===== src/rtl/decode_pkg.sv =====
// Shared widths, the R-type opcode and the decoded-bundle struct for the decode stage,
// plus the combinational field-extraction function.
package decode_pkg;

  localparam int DEC_INST_W  = 16;
  localparam int DEC_OP_W    = 4;
  localparam int DEC_REG_W   = 4;
  localparam int DEC_ADDR_W  = 8;
  localparam int DEC_NUM_OPS = 16;
  localparam logic [DEC_OP_W-1:0] DEC_RTYPE_OP = 4'b0011;

  typedef struct packed {
    logic [DEC_OP_W-1:0]   op;
    logic [DEC_REG_W-1:0]  reg0;
    logic [DEC_REG_W-1:0]  reg1;
    logic [DEC_REG_W-1:0]  reg2;
    logic [DEC_ADDR_W-1:0] addr;
    logic                  rtype;
    logic                  illegal;
  } dec_bundle_t;

  // illegal is left 0 here; the top fills it in when the check is built
  function automatic dec_bundle_t decode_fields(input logic [DEC_INST_W-1:0] inst,
                                                input logic [DEC_OP_W-1:0]   rtype_op);
    dec_bundle_t b;
    b      = '0;
    b.op   = inst[DEC_INST_W-1 -: DEC_OP_W];
    b.reg0 = inst[DEC_ADDR_W +: DEC_REG_W];
    if (b.op == rtype_op) begin
      b.reg1  = inst[2*DEC_REG_W-1:DEC_REG_W];
      b.reg2  = inst[DEC_REG_W-1:0];
      b.rtype = 1'b1;
    end else begin
      b.addr = inst[DEC_ADDR_W-1:0];
    end
    return b;
  endfunction

endpackage


===== src/rtl/decode_skid.sv =====
// Two-entry buffer (output register + skid entry) with registered in_ready,
// full throughput, flush and synchronous active-high reset.
module decode_skid #(
  parameter int W = 8
) (
  input  logic         clk,
  input  logic         rst,
  input  logic         flush,
  input  logic         in_valid,
  output logic         in_ready,
  input  logic [W-1:0] in_data,
  output logic         out_valid,
  input  logic         out_ready,
  output logic [W-1:0] out_data
);

  logic [W-1:0] out_q, out_d, skid_q, skid_d;
  logic         out_vld_q, out_vld_d, skid_vld_q, skid_vld_d, in_rdy_q, in_rdy_d;
  logic         acc, drn;

  assign acc = in_valid && in_rdy_q;
  assign drn = out_vld_q && out_ready;

  always_comb begin
    out_d      = out_q;
    out_vld_d  = out_vld_q;
    skid_d     = skid_q;
    skid_vld_d = skid_vld_q;
    if (flush) begin
      out_vld_d  = 1'b0;
      skid_vld_d = 1'b0;
    end else if (!out_vld_q || drn) begin
      // output slot frees up: skid has priority; acc cannot coincide with a full skid
      if (skid_vld_q) begin
        out_d      = skid_q;
        out_vld_d  = 1'b1;
        skid_vld_d = 1'b0;
      end else if (acc) begin
        out_d     = in_data;
        out_vld_d = 1'b1;
      end else begin
        out_vld_d = 1'b0;
      end
    end else if (acc) begin
      skid_d     = in_data;
      skid_vld_d = 1'b1;
    end
    in_rdy_d = !skid_vld_d;
  end

  always_ff @(posedge clk) begin
    if (rst) begin
      out_q      <= '0;
      skid_q     <= '0;
      out_vld_q  <= 1'b0;
      skid_vld_q <= 1'b0;
      in_rdy_q   <= 1'b0;
    end else begin
      out_q      <= out_d;
      skid_q     <= skid_d;
      out_vld_q  <= out_vld_d;
      skid_vld_q <= skid_vld_d;
      in_rdy_q   <= in_rdy_d;
    end
  end

  assign in_ready  = in_rdy_q;
  assign out_valid = out_vld_q;
  assign out_data  = out_q;

endmodule


===== src/rtl/decode_stage.sv =====
// Instruction decode stage: field extraction feeding a two-entry skid buffer.
// Define DECODE_ILLEGAL_EN to flag opcodes >= NUM_OPS on the illegal output.
module decode_stage
  import decode_pkg::*;
#(
  parameter int INST_W  = DEC_INST_W,
  parameter int OP_W    = DEC_OP_W,
  parameter int REG_W   = DEC_REG_W,
  parameter int ADDR_W  = DEC_ADDR_W,
  parameter logic [DEC_OP_W-1:0] RTYPE_OP = DEC_RTYPE_OP,
  parameter int NUM_OPS = DEC_NUM_OPS
) (
  input  logic              clk,
  input  logic              rst,
  input  logic              flush,
  input  logic              in_valid,
  output logic              in_ready,
  input  logic [INST_W-1:0] inst,
  output logic              out_valid,
  input  logic              out_ready,
  output logic [OP_W-1:0]   op,
  output logic [REG_W-1:0]  reg0,
  output logic [REG_W-1:0]  reg1,
  output logic [REG_W-1:0]  reg2,
  output logic [ADDR_W-1:0] addr,
  output logic              rtype,
  output logic              illegal
);

  if (INST_W != OP_W + REG_W + ADDR_W || ADDR_W < 2 * REG_W) begin : g_bad_fields
    $error("decode_stage: INST_W must equal OP_W+REG_W+ADDR_W and ADDR_W >= 2*REG_W");
  end
  // the bundle struct is sized from the package, so the widths must match it
  if (OP_W != DEC_OP_W || REG_W != DEC_REG_W || ADDR_W != DEC_ADDR_W) begin : g_bad_pkg
    $error("decode_stage: field widths must match decode_pkg");
  end

  dec_bundle_t dec_in, dec_out;

  always_comb begin
    dec_in = decode_fields(inst, RTYPE_OP);
`ifdef DECODE_ILLEGAL_EN
    dec_in.illegal = (32'(dec_in.op) >= NUM_OPS);
`endif
  end

  decode_skid #(.W($bits(dec_bundle_t))) u_skid (
    .clk      (clk),
    .rst      (rst),
    .flush    (flush),
    .in_valid (in_valid),
    .in_ready (in_ready),
    .in_data  (dec_in),
    .out_valid(out_valid),
    .out_ready(out_ready),
    .out_data (dec_out)
  );

  assign op    = dec_out.op;
  assign reg0  = dec_out.reg0;
  assign reg1  = dec_out.reg1;
  assign reg2  = dec_out.reg2;
  assign addr  = dec_out.addr;
  assign rtype = dec_out.rtype;
`ifdef DECODE_ILLEGAL_EN
  assign illegal = dec_out.illegal;
`else
  assign illegal = 1'b0;
`endif

endmodule


===== config.mk =====
export PLATFORM = sky130hd
export DESIGN_NAME = decode_stage
export DESIGN_NICKNAME = d
export VERILOG_FILES = /design/src/rtl/decode_pkg.sv /design/src/rtl/decode_skid.sv /design/src/rtl/decode_stage.sv
export SDC_FILE = /design/constraint.sdc
export NUM_CORES = 1
export LEC_CHECK = 0
export CAP_MARGIN = 30
export CORE_ASPECT_RATIO = 0.9
export CORE_UTILIZATION = 35
export CTS_CLUSTER_DIAMETER = 60
export CTS_CLUSTER_SIZE = 14
export DETAILED_ROUTE_END_ITERATION = 10
export GPL_TIMING_DRIVEN = 0
export HOLD_SLACK_MARGIN = 0.02
export SLEW_MARGIN = 20
export SYNTH_ARGS = -nofsm -noshare
export SYNTH_HDL_FRONTEND = slang
export SYNTH_SLANG_ARGS = --single-unit

===== constraint.sdc =====
create_clock -name clk -period 1.3 [get_ports clk]
set_clock_uncertainty 0.2 [all_clocks]
set_input_delay 0.26 -clock clk [delete_from_list [all_inputs] [get_ports clk]]
set_output_delay 0.26 -clock clk [all_outputs]
set_load 0.02 [all_outputs]

## Word level (Yosys, flattened, before mapping)

Index checks and enable logic that the tools add are counted.

- $add $sub $neg: 0
- Multipliers: 0
- Div/mod/pow operators: 0
- $lt $le $gt $ge: 0
- Equal/unequal tests: 1
- Shift operators: 0
- Muxes and demuxes: 10
- Bitwise gates (word level): 2
- Reductions and logical operators: 9

Operators by type and width:

| operator | number |
|---|---|
| $mux W26 | 2 |
| $mux W8 | 2 |
| $mux W1 | 6 |
| $reduce_and A3 Y1 | 2 |
| $eq A4 B2 Y1 const B | 1 |
| $logic_and A1 B1 Y1 | 2 |
| $logic_not A1 Y1 | 2 |
| $not A1 Y1 | 2 |
| $reduce_bool A2 Y1 | 1 |
| $reduce_or A2 Y1 | 1 |
| $logic_or A1 B1 Y1 | 1 |

- Flip-flop bits (word level): 54
- Bits in latches: 0
- RAM bits: 0
- Memory bits (read-only): 0
- Bits of input ports: 21
- Output and inout bits: 28
- Word-level logic and storage cells: 27
- Memories kept: 0

## Logic depth before layout (Yosys ltp)

Gate-level depths: netlist of the first run.

- Word-level depth: 5
- Gate-level depth with buffers: 6

## Hierarchy

From an unflattened synthesis of the first run, not the netlist that was laid out.

- Cell total of the unflattened synthesis: 268
- Area, all modules: 2761.4 um^2

Modules (own cells, without submodules):

| module | instances | cells each | area each (um^2) | seq. area each (um^2) |
|---|---|---|---|---|
| decode_skid | 1 | 248 | 2620.0 | 1101.1 |
| decode_stage | 1 | 20 | 141.4 | 0.0 |

## Worst setup path after synthesis of the first run

No wires, ideal clock.

- Path type: register -> register
- From: register u_skid.out_vld_q (netlist: u_skid.out_valid)
- To: register u_skid.out_q[18] (netlist: u_skid.out_data[18])
- Library setup time: 146 ps
- Arrival time: 1161 ps
- Data required time: 954 ps
- Slack: -207 ps
- Cell stages (with the launch flop): 5
- Clock period less this slack: 1507 ps
- Path through: dfxtp_1 -> nor2b_1 -> nor3_4 -> buf_4 -> a211oi_2

- Cells in the longest elaborated chain, start to end: 3

RTL lines:

| item | RTL line | RTL |
|---|---|---|
| from (decl) | decode_skid.sv:18 | `logic out_vld_q, out_vld_d, skid_vld_q, skid_vld_d, in_rdy_q, in_rdy_d;` |
| from (signal assigned) | decode_skid.sv:61 | `out_vld_q <= out_vld_d;` |
| $logic_not A1 Y1 or $logic_and A1 B1 Y1 (tied branches) | decode_skid.sv:32, decode_skid.sv:22 |  |
| $logic_or A1 B1 Y1 (*) | decode_skid.sv:32 | `end else if (!out_vld_q \|\| drn) begin` |
| $reduce_and A3 Y1 (no source line) (*) | n/a |  |
| to (signal assigned) | decode_skid.sv:59 | `out_q <= out_d;` |
| to (decl) | decode_skid.sv:17 | `logic [W-1:0] out_q, out_d, skid_q, skid_d;` |

Mark *: on every way between the ends. The rest lies on a longest branch, timed or not.
A chain may end at the register's enable or synchronous reset.

## Final worst setup path of the first run

- From: register u_skid.in_rdy_q (netlist: u_skid.in_ready)
- To: register u_skid.skid_q[12]

- Cells in the longest elaborated chain, start to end: 2

RTL lines:

| item | RTL line | RTL |
|---|---|---|
| from (decl) | decode_skid.sv:18 |  |
| from (signal assigned) | decode_skid.sv:63 | `in_rdy_q <= in_rdy_d;` |
| $logic_and A1 B1 Y1 | decode_skid.sv:21 | `assign acc = in_valid && in_rdy_q;` |
| $reduce_and A3 Y1 (no source line) | n/a |  |
| to (signal assigned) | decode_skid.sv:60 | `skid_q <= skid_d;` |
| to (decl) | decode_skid.sv:17 |  |

Every way passes these cells.

==> reports/qor.txt, run 1 <==
FF+latch count, synth = 53
Total CTS buffers = 5
Clk pin slew, worst setup/hold paths = 0.10 ns
Ports = 49
Via count = 2517
Hold Path End = u_skid.out_data[10]$_SDFFE_PP0P_
DRT Pass-1 Iters = 4
Register area share after synthesis = 41.51%
CTS tree = built
Peak VDD IR = 388.7 uV
Cell variety after synth = 33
Min-Delay Path Depth = 2
Total grt overflow = 0
Cell Pwr Density = 828.8 nW/um^2
RR Startpoint = u_skid.in_ready$_SDFF_PP0_
First-pass GRT wire length = 12.92 mm
Slowest stage delay, CP = 0.39 ns
Ant diodes = 0
Die width = 92.08 um
Final setup viols = 53
Failing checks = negative setup slack
Switch share = 28.50%
Crit path max fanout = 7
Syn nets = 292
Power, Total = 3.426 mW
Post-layout nets = 375
Crit path max-delay cell type = dfxtp_4
Main synth FF type = dfxtp_1
DRC Markers = 0
Reg2reg end = u_skid.skid_q[12]$_SDFFE_PP0P_
Flop2flop setup slack = -0.17 ns
CP Data Arrival Time = 1.50 ns
Share of power burned in registers = 49.7%
Routed len/inst = 18.76 um
Setup Crit Path Kind = reg2reg
Post-DP HPWL = 5.146 mm
Most numerous cell in the Yosys netlist = dfxtp_1
GRT Util Overall = 21.74%
Hold buffer count at cts = 0
Fin crit share = 112.7%
Final worst setup slack = -0.1653 ns
Clk network pwr share = 28.7%
Fmax = 0.6824 GHz
Fin crit period = 1.465 ns
Area after DPL = 3191 sq um
Final Max Tran Viols = 0
Hold Vio Cnt, Final = 0
Gp weighted congestion = 0.8082
Final hold slack = 0.1701 ns
Via density = 5.618
Initial antenna violation count = 0
Mean area per synthesized cell = 9.432 sq um
Outcome = complete, but fails checks
Hold/Removal Path Class = in2reg
Worst path most repeated cell = buf_6
Type of origin of the critical path = flop
Initial Utilization = 36.13%
Final instance area = 4134 sq um
Least-Margin Pin Slew = 0.7061 ns
Largest net degree at the start of global routing = 16
Final TNS setup = -6.296 ns
Vias in the first global route = 2289
Number of synthesized flops with an enable pin = 0
R2R cell count = 6
Cells after Synth = 271
Slew margin rel. = 52.93%
Hold_sp = rst
Post-route ant nets = 0
Crit end category = flop
Worst skew pair latency = 0.31 ns
LEAKAGE = 1.371 nW
Number of max-cap violations = 0
Post-synth top area cell = dfxtp_1
Synth area leaders = dfxtp_1, a31oi_1, a211oi_2, a21oi_1, nand4_1
Synth top area share = 41.51%
Final wirelength = 8.406 mm
Die area = 7650 sq um
# port buffers = 45
Clock Sinks = 53
Root buffer cell = clkbuf_8
Core outline area = 7076 sq um
Clock Tree Buf Depth = 2
Drt initial violations = 140
FFs w/ async S/R, synth = 0%
Synth warn = 0
Dpl ws = -0.8028 ns
Mapped cell area = 2556 sq um
Layout cells sized above 1 = 54.93%
Row cnt = 29
Gate power share = 21.6%
Net Switching = 0.9765 mW
CP Cell Sequence = and4b_1 > buf_6 > buf_12 > buf_6 > nand4_1 > a21oi_1
Area grow syn2layout = 61.72%
RSZ-0062 raised after global routing = true
Commonest cells in the synthesized netlist = dfxtp_1, a31oi_1, a21oi_1
Internal power = 2.450 mW
Die height = 83.08 um
H-tree depth = 2
Worst EP required = 1.33 ns
==> cell families after synthesis <==
family	count (synthesis)	synth area share [%]
AO/OA/AOI/OAI	112	31.18
AND/OR/NAND/NOR	59	13.80
flip-flops	53	41.51
multiplexers	8	3.133
buffers and inverters	38	10.23
other	1	0.1467
==> through the flow <==
stage / utilization (%) / cells
2_1_floorplan: - / 271
3_3_place_gp: 45.09 / 409
3_5_place_dp: 45.09 / 409
4_1_cts: 53.39 / 433
5_1_grt: 58.43 / 448
6_report: 58.43 / 448
==> worst max-delay path: cells and delay by family, from the launching register on <==
| kind | cells | cell delay, ns |
|---|---|---|
| AO/OA/AOI/OAI | 1 | 0.14 |
| buffers and inverters | 3 | 0.34 |
| flip-flops | 1 | 0.39 |
| AND/OR/NAND/NOR | 2 | 0.31 |
==> power groups by stage <==
stage	clock network [mW]	logic [mW]	registers, mW
floorplan	0	0.253	1.78
global placement	0	0.529	1.73
detailed placement	0	0.531	1.73
CTS	0.983	0.629	1.71
global route	1.05	0.781	1.71
finish	0.983	0.739	1.70
==> per-layer routing <==
metal / up-vias / wire length [um] / part of all wire [%] / global-route usage [%]
met1: 1215 / 3802 / 45 / 31.64
met3: 7 / 490 / 5.8 / 3.571
met2: 81 / 4015 / 48 / 33.31
li1: 1214 / - / - / -
met4: 0 / 97 / 1.2 / 5.540
met5: - / 0 / 0 / 0
==> placed cells by master (no fill, tap or decap), types with 3 or more instances in the layout <==
cell,n
buf_4,43
dfxtp_1,25
a31oi_4,24
dfxtp_2,24
buf_6,19
a21oi_1,19
o21ai_1,18
nand4_1,16
a211oi_2,16
clkdlybuf4s50_1,12
nand3_1,10
clkbuf_8,9
nand2_1,9
clkbuf_1,8
buf_12,8
and2_1,8
mux2i_1,7
a311oi_2,7
a31oi_1,7
buf_2,6
a21oi_2,6
dlygate4sd2_1,6
nand3_2,5
o21ai_2,4
dfxtp_4,4
buf_8,3
a31oi_2,3
o21ai_0,3
==> final cells by class <==
cell class,instances,area (sq um)
Buffer,35,342.8
Fill cell,615,2942
Sequential cell,53,1106
Tap cell,93,116.4
Timing Repair Buffer,77,739.5
Clock buffer,8,90.09
Inverter,2,7.507
Multi-Input combinational cell,180,1732
==> how the worst max path moves through the flow <==
stage,start,to,slack [ns],depth (start not counted)
6_report,u_skid.in_ready$_SDFF_PP0_,u_skid.skid_q[12]$_SDFFE_PP0P_,-0.17,6
5_1_grt,u_skid.in_ready$_SDFF_PP0_,u_skid.skid_q[2]$_SDFFE_PP0P_,-0.24,6
4_1_cts,u_skid.in_ready$_SDFF_PP0_,u_skid.out_data[16]$_SDFFE_PP0P_,-0.18,5
3_5_place_dp,out_ready,u_skid.skid_q[8]$_SDFFE_PP0P_,-0.80,5
3_3_place_gp,out_ready,u_skid.skid_q[14]$_SDFFE_PP0P_,-0.79,5
2_1_floorplan,u_skid.out_valid$_SDFFE_PP0P_,u_skid.out_data[14]$_SDFFE_PP0P_,-0.12,4
==> what timing repair did <==
| action | CTS | global route |
|---|---|---|
| setup endpoints to repair | 80 | 77 |
| gates resized for setup | 231 | 64 |
| gates cloned | 6 | 1 |
| pin swaps | 38 | 47 |
| buffers inserted | 11 | 15 |
==> sequential cells by signal, indices dropped and copies added (netlist names) <==
register	count
u_skid.skid_vld_q	1
u_skid.in_ready	1
u_skid.out_valid	1
u_skid.skid_q	25
u_skid.out_data	25
Power figures use the tool's default switching activity.
==> run 2, diff against run 1 <==
--- a/config.mk
+++ b/config.mk
@@ -5,7 +5,6 @@
 export SDC_FILE = /design/constraint.sdc
 export NUM_CORES = 1
 export LEC_CHECK = 0
-export CAP_MARGIN = 30
 export CORE_ASPECT_RATIO = 0.9
 export CORE_UTILIZATION = 35
 export CTS_CLUSTER_DIAMETER = 60
==> constraint.sdc (replaced) <==
create_clock -name clk -period 1.3 [get_ports clk]
set_clock_uncertainty 0.2 [all_clocks]
set_input_delay 0.39 -clock clk [delete_from_list [all_inputs] [get_ports clk]]
set_output_delay 0.39 -clock clk [all_outputs]
set_load 0.02 [all_outputs]
==> run 2 against run 1 <==
Effect of this change: the flow still finishes with violations (negative setup slack); non-clock buffer count grew 9; sequential power barely moved; clock-buffer cell count shrank 3; maximum frequency shrank 2.9%; cell count increased by 2.0%; flip-flop and latch count unchanged; global-route usage up 0.16 points; critical endpoint is now u_skid.skid_q[16]$_SDFFE_PP0P_; largest power group unchanged; highest routed layer unchanged.
==> reports/qor.txt, run 2 (same netlist as run 1, synthesis figures left out) <==
Total CTS buffers = 5 (unchanged)
LEAKAGE = 1.459 nW (was 1.371 nW)
Placed cell count = 409 (unchanged)
Routed len/inst = 18.58 um (was 18.76 um)
Met1 Wirelength = 4.021 mm (was 3.802 mm)
Cell Pwr Density = 895.7 nW/um^2 (was 828.8 nW/um^2)
RSZ-0062 raised after global routing = true (unchanged)
Power, Total = 3.804 mW (was 3.426 mW)
Clock Tree Buf Depth = 2 (unchanged)
H-tree depth = 2 (unchanged)
Final instance area = 4247 sq um (was 4134 sq um)
Via density = 5.573 (was 5.618)
Crit end category = flop (unchanged)
Die height = 83.08 um (unchanged)
Failing checks = negative setup slack (unchanged)
DR top layer = met4 (unchanged)
Ports = 49 (unchanged)
Root buffer cell = clkbuf_8 (unchanged)
Number of max-cap violations = 0 (unchanged)
Type of origin of the critical path = flop (unchanged)
Area after DPL = 3423 sq um (was 3191 sq um)
Final wirelength = 8.492 mm (was 8.406 mm)
Fmax = 0.6625 GHz (was 0.6824 GHz)
Final core occ = 60.02% (was 58.43%)
Via count = 2547 (was 2517)
Clock Sinks = 53 (unchanged)
Final setup viols = 77 (was 53)
Final TNS setup = -7.064 ns (was -6.296 ns)
Die width = 92.08 um (unchanged)
Slew margin rel. = 55.40% (was 52.93%)
Vias in the first global route = 2468 (was 2289)
Worst EP required = 1.34 ns (was 1.33 ns)
GRT Util Overall = 21.90% (was 21.74%)
Total grt overflow = 0 (unchanged)
Post-DP HPWL = 5.485 mm (was 5.146 mm)
Non-Filler Instances = 457 (was 448)
Core outline area = 7076 sq um (unchanged)
CTS tree = built (unchanged)
Dpl ws = -0.8966 ns (was -0.8028 ns)
First-pass GRT wire length = 13.14 mm (was 12.92 mm)
Hold/Removal Path Class = in2reg (unchanged)
Clk pin slew, worst setup/hold paths = 0.09 ns (was 0.10 ns)
Largest net degree at the start of global routing = 17 (was 16)
Die area = 7650 sq um (unchanged)
Crit path max fanout = 5 (was 7)
Final Max Tran Viols = 0 (unchanged)
Least-Margin Pin Slew = 0.6691 ns (was 0.7061 ns)
Initial antenna violation count = 0 (unchanged)
Fin crit share = 116.1% (was 112.7%)
Gp weighted congestion = 0.8342 (was 0.8082)
Met2 WL post-DR = 4.014 mm (was 4.015 mm)
Post-route ant nets = 0 (unchanged)
Area grow syn2layout = 66.13% (was 61.72%)
DRT Pass-1 Iters = 4 (unchanged)
Post-layout nets = 384 (was 375)
Hold Vio Cnt, Final = 0 (unchanged)
Worst skew pair latency = 0.32 ns (was 0.31 ns)
Peak VDD IR = 556.5 uV (was 388.7 uV)
Outcome = complete, but fails checks (unchanged)
Met3 routed wirelength = 303 um (was 490 um)
Ant diodes = 0 (unchanged)
Fin crit period = 1.510 ns (was 1.465 ns)
Layout cells sized above 1 = 56.59% (was 54.93%)
Final worst setup slack = -0.2095 ns (was -0.1653 ns)
Most frequent cells in the layout = buf_6, buf_4, dfxtp_1 (was buf_4, dfxtp_1, a31oi_4, dfxtp_2)
# port buffers = 45 (unchanged)
Setup Crit Path Kind = reg2reg (unchanged)
Row cnt = 29 (unchanged)
Most common library cell in the layout ignoring fill and taps = buf_6 (was buf_4)
Drt initial violations = 138 (was 140)
Initial Utilization = 36.13% (unchanged)
CP Data Arrival Time = 1.55 ns (was 1.50 ns)
DRC Markers = 0 (unchanged)
Final hold slack = 0.1398 ns (was 0.1701 ns)
==> run 2: cell count changes in the layout (fill, tap and decap cells not counted), moves of 3 or more <==
cell           previous run  this run
a21oi_1                  19        23
clkbuf_1                  8         4
a31oi_4                  24        17
buf_4                    43        37
buf_6                    19        39
dlygate4sd2_1             6         0
a21oi_2                   6         3
clkbuf_8                  9         6
o21ai_1                  18        15
a31oi_2                   3         8
==> run 2: what timing repair did <==
item	4_1_cts	5_1_grt
buffers inserted	26	10
pin swaps	15	16
hold buffers	0	0
setup endpoints to repair	80	79
resized for setup	235	23
gates cloned	3	2
==> run 2: layout make-up <==
class	instances	area [sq um]
well taps	93	116.4
inverters	2	8.758
fillers	602	2829
flip-flops and latches	53	1106
plain buffers	35	364.1
clock buffers	5	68.82
multi-input cells	180	1610
clock inverters	3	65.06
repair buffers	86	907.1
==> run 2: worst paths after layout <==
path | start | to | slack (ns) | depth (start not counted)
worst max-delay path | u_skid.in_ready$_SDFF_PP0_ | u_skid.skid_q[16]$_SDFFE_PP0P_ | -0.21 | 5
worst min-delay path | inst[15] | u_skid.skid_q[25]$_SDFFE_PP0P_ | 0.14 | 3
worst max register to register | u_skid.in_ready$_SDFF_PP0_ | u_skid.skid_q[16]$_SDFFE_PP0P_ | -0.21 | 5
worst min register to register | u_skid.skid_q[12]$_SDFFE_PP0P_ | u_skid.skid_q[12]$_SDFFE_PP0P_ | 0.27 | 2
==> run 2: metal layers <==
metal | up-vias | GRT usage, %
met2 | 59 | 34.60
met4 | 0 | 6.250
met1 | 1253 | 31.15
met5 | - | 0
li1 | 1220 | -
met3 | 15 | 2.839
==> run 2: power breakdown <==
| part | switching [mW] | leakage (nW) | internal, mW | total (mW) |
|---|---|---|---|---|
| clock | 0.576 | 0.0681 | 0.766 | 1.34 |
| combinational | 0.382 | 0.948 | 0.376 | 0.758 |
| sequential | 0.0347 | 0.443 | 1.67 | 1.70 |
==> run 2: worst max-delay path, stage by stage, from the launching register on <==
cell and delay, ns:
dfxtp_4 0.39, and4b_1 0.24, buf_6 0.15, clkbuf_16 0.14, nand4_1 0.13, a21oi_1 0.18
==> run 3, diff against run 2 <==
--- a/config.mk
+++ b/config.mk
@@ -12,6 +12,7 @@
 export DETAILED_ROUTE_END_ITERATION = 10
 export GPL_TIMING_DRIVEN = 0
 export HOLD_SLACK_MARGIN = 0.02
+export SKIP_CTS_REPAIR_TIMING = 1
 export SLEW_MARGIN = 20
 export SYNTH_ARGS = -nofsm -noshare
 export SYNTH_HDL_FRONTEND = slang
==> run 3 against run 2 <==
Effect of this change: largest cell class unchanged; core utilization fell by 0.50 points; clock power barely moved; maximum frequency rose by 2.2%; cell count fell by 2.6%; clock-buffer cell count did not move; total power fell by 0.59%; the flow still finishes with violations (negative setup slack).
==> reports/qor.txt, run 3 (same netlist as run 1, synthesis figures left out) <==
Outcome = complete, but fails checks (unchanged)
Failing checks = negative setup slack (unchanged)
Most common library cell in the layout ignoring fill and taps = buf_6 (unchanged)
# port buffers = 45 (unchanged)
Clk pin slew, worst setup/hold paths = 0.10 ns (was 0.09 ns)
First-pass GRT wire length = 12.30 mm (was 13.14 mm)
Worst EP required = 1.31 ns (was 1.34 ns)
Cell Pwr Density = 897.8 nW/um^2 (was 895.7 nW/um^2)
Final wirelength = 8.211 mm (was 8.492 mm)
CP top delay family = buffers and inverters (was flip-flops)
GRT busiest layer = met2 (unchanged)
Hold/Removal Path Class = in2reg (unchanged)
Met1 usage = 30.30% (was 31.15%)
Area grow syn2layout = 64.76% (was 66.13%)
Clock Sinks = 53 (unchanged)
Final setup viols = 78 (was 77)
Setup Crit Path Kind = reg2reg (unchanged)
Die width = 92.08 um (unchanged)
Post-route ant nets = 0 (unchanged)
Largest net degree at the start of global routing = 17 (unchanged)
Final worst setup slack = -0.1770 ns (was -0.2095 ns)
Root buffer cell = clkbuf_8 (unchanged)
Grt met3 use = 2.747% (was 2.839%)
Ant diodes = 0 (unchanged)
RSZ-0062 raised after global routing = true (unchanged)
Layout cells sized above 1 = 56.82% (was 56.59%)
Ports = 49 (unchanged)
Number of stages on the worst setup path = 6 (was 5)
Drt initial violations = 124 (was 138)
Fin crit share = 113.6% (was 116.1%)
LEAKAGE = 1.421 nW (was 1.459 nW)
Total CTS buffers = 5 (unchanged)
Initial Utilization = 36.13% (unchanged)
Gp weighted congestion = 0.8342 (unchanged)
Type of origin of the critical path = flop (unchanged)
GRT Util Overall = 20.64% (was 21.90%)
Via density = 5.537 (was 5.573)
Total grt overflow = 0 (unchanged)
Row cnt = 29 (unchanged)
Slowest stage delay, CP = 0.33 ns (was 0.39 ns)
Min-Delay Path Depth = 3 (unchanged)
Peak VDD IR = 553.8 uV (was 556.5 uV)
Vias in the first global route = 2323 (was 2468)
CP Data Arrival Time = 1.48 ns (was 1.55 ns)
Die height = 83.08 um (unchanged)
Post-DP HPWL = 5.485 mm (unchanged)
Fin crit period = 1.477 ns (was 1.510 ns)
Least-Margin Pin Slew = 0.6576 ns (was 0.6691 ns)
Via count = 2464 (was 2547)
Worst skew pair latency = 0.32 ns (about the same)
Number of max-cap violations = 0 (unchanged)
Hold Vio Cnt, Final = 0 (unchanged)
CP Cell Sequence = buf_6 > a21o_1 > buf_6 > buf_4 > a31oi_2 > a311oi_2 (was and4b_1 > buf_6 > clkbuf_16 > nand4_1 > a21oi_1)
R2R cell count = 6 (was 5)
Final TNS setup = -8.792 ns (was -7.064 ns)
Initial antenna violation count = 0 (unchanged)
Crit end category = flop (unchanged)
Fmax = 0.6771 GHz (was 0.6625 GHz)
Routed len/inst = 18.45 um (was 18.58 um)
Core outline area = 7076 sq um (unchanged)
Crit path max-delay cell type = dfxtp_2 (was dfxtp_4)
Final Max Tran Viols = 0 (unchanged)
DRC Markers = 0 (unchanged)
Power, Total = 3.781 mW (was 3.804 mW)
Worst path most repeated cell = buf_6
Met2 usage = 30.33% (was 34.60%)
Clock Tree Buf Depth = 2 (unchanged)
Post-layout nets = 372 (was 384)
H-tree depth = 2 (unchanged)
CP bufs+invs = 3 (was 2)
Die area = 7650 sq um (unchanged)
DRT Pass-1 Iters = 4 (unchanged)
CTS tree = built (unchanged)
Slew margin rel. = 56.16% (was 55.40%)
Crit path max fanout = 8 (was 5)
Dpl ws = -0.8966 ns (unchanged)
Final instance area = 4212 sq um (was 4247 sq um)
Area after DPL = 3423 sq um (unchanged)
Most frequent cells in the layout = buf_6, dfxtp_1, buf_4, dfxtp_2, a31oi_4 (was buf_6, buf_4, dfxtp_1)
[run 3: per-layer routing]
metal  vias to the layer above  wire length (um)
li1                       1202                 -
met4                         0               179
met5                         -                 0
met2                        50              3743
met3                        12               343
met1                      1200              3945
[run 3: layout make-up]
class | instances | area (sq um)
buffer | 36 | 375.4
sequential | 53 | 1099
tap | 93 | 116.4
clock buffer | 5 | 68.82
clock inverter | 3 | 65.06
multi-input combinational | 180 | 1690
fill | 596 | 2864
timing repair buffer | 73 | 788.3
inverter | 2 | 8.758
[run 3: worst paths after layout]
kind,from,to,slack (ns)
max,u_skid.skid_vld_q$_SDFF_PP0_,u_skid.out_data[14]$_SDFFE_PP0P_,-0.18
min,inst[14],u_skid.skid_q[24]$_SDFFE_PP0P_,0.14
max reg2reg,u_skid.skid_vld_q$_SDFF_PP0_,u_skid.out_data[14]$_SDFFE_PP0P_,-0.18
min reg2reg,u_skid.skid_q[12]$_SDFFE_PP0P_,u_skid.skid_q[12]$_SDFFE_PP0P_,0.27
[run 3: worst reg2reg max path: stages, from the launching register on]
cell and delay [ns]:
dfxtp_2 0.33, buf_6 0.13, a21o_1 0.16, buf_6 0.15, buf_4 0.14, a31oi_2 0.19
a311oi_2 0.06
[run 3: metrics by stage]
stage                     cells  hold WS (ns)  util, %
final                       445        0.1432    59.52
after floorplan             271        0.2492        -
after global routing        445        0.1452    59.52
after detailed placement    409        0.2652    48.38
after global placement      409        0.2581    48.38
after CTS                   417        0.2298    50.27
[run 3: where the power goes]
part	leakage, nW	total [mW]	internal, mW	switching [mW]
registers	0.442	1.71	1.67	0.0381
logic	0.911	0.737	0.358	0.379
clock network	0.0681	1.33	0.765	0.569
